<file path="config.mk">
export PLATFORM = sky130hd
export DESIGN_NAME = csa_pipe_adder
export DESIGN_NICKNAME = d
export VERILOG_FILES = /design/src/rtl/csa_pipe_adder.sv
export SDC_FILE = /design/constraint.sdc
export NUM_CORES = 1
export LEC_CHECK = 0
export ABC_AREA = 1
export CORE_MARGIN = 2
export CORE_UTILIZATION = 34
export DETAILED_ROUTE_END_ITERATION = 10
export GPL_TIMING_DRIVEN = 0
export PLACE_DENSITY = 0.68
export SYNTH_ARGS = -nofsm -noshare
export SYNTH_HDL_FRONTEND = slang
export SYNTH_SLANG_ARGS = --single-unit
</file>
<file path="constraint.sdc">
create_clock -name i_clk -period 10.75 [get_ports i_clk]
set_clock_uncertainty 0.1 [all_clocks]
set_input_delay 2.15 -clock i_clk [delete_from_list [all_inputs] [get_ports i_clk]]
set_output_delay 2.15 -clock i_clk [all_outputs]
set_load 0.01 [all_outputs]
</file>
<file path="src/rtl/csa_pipe_adder.sv">
// csa_pipe_adder: pipelined carry-select adder with valid/ready flow control.
// WIDTH-bit operands are cut into BLOCK-bit slices; slice 0 ripples from the
// carry-in, every other slice precomputes both carry cases and selects.
// Slices are spread evenly over STAGES register stages (global-stall pipe).
// Optional feature macro: CSA_PIPE_OVF_EN adds the registered o_ovf output.
module csa_pipe_adder #(
    parameter int unsigned WIDTH  = 32,
    parameter int unsigned BLOCK  = 4,
    parameter int unsigned STAGES = 2
) (
    input  logic             i_clk,
    input  logic             i_rst,
    input  logic             i_valid,
    output logic             o_ready,
    input  logic [WIDTH-1:0] i_add_term1,
    input  logic [WIDTH-1:0] i_add_term2,
    input  logic             i_cin,
    output logic             o_valid,
    input  logic             i_ready,
    output logic [WIDTH-1:0] o_sum,
    output logic             o_cout
`ifdef CSA_PIPE_OVF_EN
    ,
    output logic             o_ovf
`endif
);

    localparam int unsigned NBLK = WIDTH / BLOCK;
    localparam int unsigned BPS  = NBLK / STAGES;
    localparam int unsigned SW   = BLOCK + 1;
    localparam int unsigned LAST = STAGES - 1;

    // Stage registers: valid, completed sum bits, boundary carry, delayed operands.
    logic             r_vld [STAGES];
    logic [WIDTH-1:0] r_sum [STAGES];
    logic             r_c   [STAGES];
    logic [WIDTH-1:0] r_a   [STAGES];
    logic [WIDTH-1:0] r_b   [STAGES];

    // Stage sources (inputs for stage 0, previous register otherwise).
    logic             src_vld [STAGES];
    logic [WIDTH-1:0] src_sum [STAGES];
    logic             src_c   [STAGES];
    logic [WIDTH-1:0] src_a   [STAGES];
    logic [WIDTH-1:0] src_b   [STAGES];

    // Stage results to be loaded on advance.
    logic [WIDTH-1:0] n_sum [STAGES];
    logic             n_c   [STAGES];

`ifdef CSA_PIPE_OVF_EN
    logic n_ovf;
    logic r_ovf;
`endif

    logic advance;
    logic unused_ops;

    // Global stall: the whole pipe moves unless a result is waiting on downstream.
    assign advance = i_ready | ~r_vld[LAST];
    assign o_ready = advance & ~i_rst;

    assign o_valid = r_vld[LAST];
    assign o_sum   = r_sum[LAST];
    assign o_cout  = r_c[LAST];
`ifdef CSA_PIPE_OVF_EN
    assign o_ovf   = r_ovf;
`endif

    // Final stage operand copies are fully consumed by the time they land.
    assign unused_ops = ^{r_a[LAST], r_b[LAST]};

    // Route each stage's source: stage 0 from the port, later stages from the prior register.
    always_comb begin
        for (int s = 0; s < int'(STAGES); s++) begin
            src_vld[s] = 1'b0;
            src_sum[s] = '0;
            src_c[s]   = 1'b0;
            src_a[s]   = '0;
            src_b[s]   = '0;
        end
        src_vld[0] = i_valid;
        src_sum[0] = '0;
        src_c[0]   = i_cin;
        src_a[0]   = i_add_term1;
        src_b[0]   = i_add_term2;
        for (int s = 1; s < int'(STAGES); s++) begin
            src_vld[s] = r_vld[s-1];
            src_sum[s] = r_sum[s-1];
            src_c[s]   = r_c[s-1];
            src_a[s]   = r_a[s-1];
            src_b[s]   = r_b[s-1];
        end
    end

    // Per-stage slice arithmetic: ripple slice 0, carry-select for all others.
    always_comb begin : p_slices
        logic [WIDTH-1:0] ss;
        logic             c;
        logic [SW-1:0]    t0;
        logic [SW-1:0]    t1;
        logic [SW-1:0]    t;
        int               idx;
        int               lo;
        ss  = '0;
        c   = 1'b0;
        t0  = '0;
        t1  = '0;
        t   = '0;
        idx = 0;
        lo  = 0;
`ifdef CSA_PIPE_OVF_EN
        n_ovf = 1'b0;
`endif
        for (int s = 0; s < int'(STAGES); s++) begin
            ss = src_sum[s];
            c  = src_c[s];
            for (int k = 0; k < int'(BPS); k++) begin
                idx = s * int'(BPS) + k;
                lo  = idx * int'(BLOCK);
                t0  = SW'(src_a[s][lo +: BLOCK]) + SW'(src_b[s][lo +: BLOCK]);
                t1  = t0 + SW'(1'b1);
                if (idx == 0) begin
                    t = t0 + SW'(c);
                end else begin
                    t = c ? t1 : t0;
                end
                ss[lo +: BLOCK] = t[BLOCK-1:0];
                c = t[BLOCK];
            end
            n_sum[s] = ss;
            n_c[s]   = c;
`ifdef CSA_PIPE_OVF_EN
            if (s == int'(LAST)) begin
                n_ovf = src_a[s][WIDTH-1] ^ src_b[s][WIDTH-1] ^ ss[WIDTH-1] ^ c;
            end
`endif
        end
    end

    // Stage registers: clear on reset, shift together on advance, hold otherwise.
    always_ff @(posedge i_clk) begin
        if (i_rst) begin
            for (int s = 0; s < int'(STAGES); s++) begin
                r_vld[s] <= 1'b0;
                r_sum[s] <= '0;
                r_c[s]   <= 1'b0;
                r_a[s]   <= '0;
                r_b[s]   <= '0;
            end
`ifdef CSA_PIPE_OVF_EN
            r_ovf <= 1'b0;
`endif
        end else if (advance) begin
            for (int s = 0; s < int'(STAGES); s++) begin
                r_vld[s] <= src_vld[s];
                r_sum[s] <= n_sum[s];
                r_c[s]   <= n_c[s];
                r_a[s]   <= src_a[s];
                r_b[s]   <= src_b[s];
            end
`ifdef CSA_PIPE_OVF_EN
            r_ovf <= n_ovf;
`endif
        end
    end

endmodule

</file>
==> results of run 1 <==
[layout make-up]
type | instances | area [um^2]
fill | 1358 | 7800
sequential | 84 | 2520
multi-input combinational | 321 | 2100
timing repair buffer | 107 | 1120
inverter | 108 | 408
tap | 184 | 230
clock buffer | 10 | 229
clock inverter | 6 | 88.8
buffer | 8 | 31.3
[flip-flops by register name, indices dropped and copies added (netlist names)]
register / flops
r_vld: 2
r_sum: 48
r_c: 2
r_b: 16
r_a: 16
[how the worst min path moves through the flow]
stage	startpoint	cells past startpoint	to	slack (ns)
after global routing	r_sum[0][6]	2	r_sum[0][38]	0.48
after floorplan	r_sum[0][0]	2	r_sum[0][32]	0.42
after detailed placement	r_sum[0][6]	2	r_sum[0][38]	0.43
after global placement	r_sum[0][9]	2	r_sum[0][41]	0.43
final	r_sum[0][6]	2	r_sum[0][38]	0.45
after CTS	r_sum[0][6]	2	r_sum[0][38]	0.45
[kinds of logic (layout without fill, tap and decap cells)]
family                     Yosys count  in the layout
and+or+nand+nor                    207            207
buffers and inverters              116            239
DFF                                 84             84
AOI/OAI and AO/OA                   52             52
adders and majority gates           47             47
xor gates and xnor gates            14             14
muxes                                1              1
[metrics by stage]
stage | util (%) | total power, mW | hold WS [ns] | worst slack, ns | std cells
floorplan | - | 0.564 | 0.419 | 5.55 | 521
global placement | 43.5 | 0.649 | 0.429 | 4.07 | 808
detailed placement | 44.1 | 0.660 | 0.433 | 4.42 | 812
CTS | 46.3 | 0.989 | 0.450 | 4.42 | 828
global route | 46.3 | 1.03 | 0.476 | 4.32 | 828
finish | 46.3 | 0.978 | 0.445 | 4.41 | 828
[per-layer routing]
layer	track usage (%)	share of wire, %	vias to the layer above
li1	-	-	1936
met1	15.0	42	1756
met2	24.3	51	97
met3	3.40	5.5	18
met4	5.11	2.0	0
met5	0	0	-
[worst register-to-register path, cell delays in order, from the launching register on]
cell      delay [ns]
edfxtp_1        0.37
ha_1            0.24
fa_1            0.55
ha_1            0.16
nand2_1         0.11
nor2_4          0.16
nand4_2         0.16
nand2_4         0.14
nand2_4         0.07
nand2_4         0.11
nand2_4         0.09
nand2_4         0.08
inv_4           0.05
nor2_2          0.08
nor2_1          0.04
[cells in the final DEF (no fill, tap or decap), drive strengths merged, types with 5 or more instances in the layout]
cell,instances
ha,38
clkbuf,16
o21ai,13
fa,9
a21oi,26
nand3,36
nand3b,5
nor2,88
clkdlybuf4s50,103
edfxtp,84
inv,108
xor2,11
buf,6
nand2,68
nor3,5
[power groups by stage]
stage	registers, mW	logic, mW	clock network, mW
floorplan	0.431	0.133	0
global route	0.420	0.263	0.350
CTS	0.417	0.237	0.335
global placement	0.424	0.225	0
detailed placement	0.424	0.236	0
finish	0.416	0.235	0.326
==> results.md, run 1 <==
- DRC viols: 0
- Vias per Instance: ~4.6
- WP buf/inv: 4
- Vias in the first global route: 3864
- Initial Util: 34.9%
- Status: finished, final reports clean
- List of most frequent post-synthesis cells: 102 x inv_1, 84 x edfxtp_1, 82 x nor2_1
- Post-synth top area share: 49.8%
- Via count: 3807
- Root Buffer: clkbuf_16
- Mux cell area share after synthesis: 0.198%
- Sw Ratio: a little over a quarter
- Row cnt: 44
- Setup CP Type: primary input to primary output
- Synth-to-Final Area Change: 32.8%
- Post-Syn Nets: 637
- Core area: about 0.015 mm^2
- Sequential group share of total power: 42.6%
- Class of the worst hold path: flop to flop
- DRT iter0 DRCs: 149
- Worst-Margin Slew: 0.971 ns
- 1st-pass router iterations: 4
- Most used DFF post-synth: edfxtp_1
- Complex-gate fraction of the synthesized area: under 10%
- IO Count: 104
- Post-Route WL: 10400 um
- EDFF count, synth: 84
- WP data required: 8.50 ns
- Seq/Total Area, Yosys: about half
- Logic gate share of total power: between 20 and 25%
- Combinational family with the most area after synthesis: simple AND/OR/NAND/NOR gates
- Overall Global Routing Usage: between 10% and 20%
- Initial antenna violation count: 0
- Post-DRT Antenna Nets: 0
- Postcts setup bufs: 0
- Post-CTS Resized: 0
- Simple logic cell fraction of the synthesized area: 19.7%
- Final TNS setup: 0 ns
- Fraction of layout cells with a size suffix above 1: under 10%
- Final Hold Violating Endpoints: 0
- Total of max-cap violations: 0
- Clock share of power: 33.3%
- WP data arrival: 4.09 ns
- Adder-cell share of the synthesized area: between 10% and 20%
- Max_slew headroom: 35.1%
- Final Setup Violations: 0
- Tmin final: ~6.3 ns
- Port bufs: 103
- Worst skew pair latency: 0.33 ns
- RSZ-0062 raised after global routing: no
- Count leader, synth: inv_1
- Placer congestion estimate: slightly below 0.8
- F_max: 0.158 GHz
- Cells after synthesis: around 520
- Width of the die: 126 um
- Cell mode on critical path: clkdlybuf4s50_1
- Total gr overflow: 0
- H-tree Lvls: 3
- CTS tree: built
- Number of stages on the worst setup path: 5
- Dominant cells by area after synthesis: edfxtp_1 50%, ha_1 9.4%, inv_1 7.6%, nor2_1 6.1%, nand2_1 4.0%
- Count of pins over their slew limit: 0
- Reg2reg setup slack: 7.99 ns
- Post-DP Area: approximately 0.0064 mm^2
- Post-synthesis async set-or-reset flop share: 0%
- Cts bufs inserted: 9
- Synthesized area: 0.00507 mm^2
- Worst path top cell family by delay: buffers and inverters
- Global-route wire length before repair: 17200 um
- Mean post-synth cell area: between 9 and 10 um^2
- Clock transition at path regs: 0.06 ns
- Dpl hpwl: 8200 um
- Die Y-Extent: approximately 130 um
- Crit path capture: o_ready
- R2R cell count: 14
- DR WL/cell: 12.6 um
- XOR/XNOR Fraction of Synth Area: 2.42%
- Largest net degree at the start of global routing: 21
- Reg-to-Reg Start: r_b[0][16]
- Crit start category: primary input
- Biggest area consumer among synthesized cells: edfxtp_1
- #FFs+latches synth: 84
- Die ar.: 0.0159 mm^2
- Sw Pwr: 0.260 mW
- Crit. End Element: primary output
- N_diodes: 0
- Synth cell types: 36
- # hold bufs at CTS: 0
- Critical Path, Cell by Cell: clkdlybuf4s50_1 -> inv_1 -> a21oi_1 -> buf_2 -> clkdlybuf4s50_1
- Leak: 3.07 nW
- Final net count: 755
- Fin crit share: 58.9%
- Slowest-stage cell, CP: clkdlybuf4s50_1
- Clk buf depth: 2
- CTS sink count: 84
- Worst Path Max Fanout: 10
- Crit-path max cell delay: around 0.62 ns
- P_int: 0.718 mW
- Yosys warns: 0
- VDD IR max: 0.0718 mV
- Post-layout instance area: 0.00673 mm^2
- PwrDens: 145 mW/mm^2
- Worst Setup SP: i_ready
- RR Endpoint: r_sum[0][62]
Note: power is estimated with default switching activity, not from simulation.
==> run 2: changes to the inputs <==
clock period = 6.62 ns   (was 10.75 ns; I/O delays follow)
==> results of run 2 <==
Same layout as run 1 (identical final DEF). Status: finished, final reports clean.
Main changes from that run: setup slack after placement 4.42 ns -> 1.94 ns; setup slack after layout 4.41 ns -> 1.94 ns; register-to-register setup slack 7.99 ns -> 3.86 ns; total power 0.978 mW -> 1.59 mW; worst IR drop on VDD 0.0718 mV -> 0.117 mV
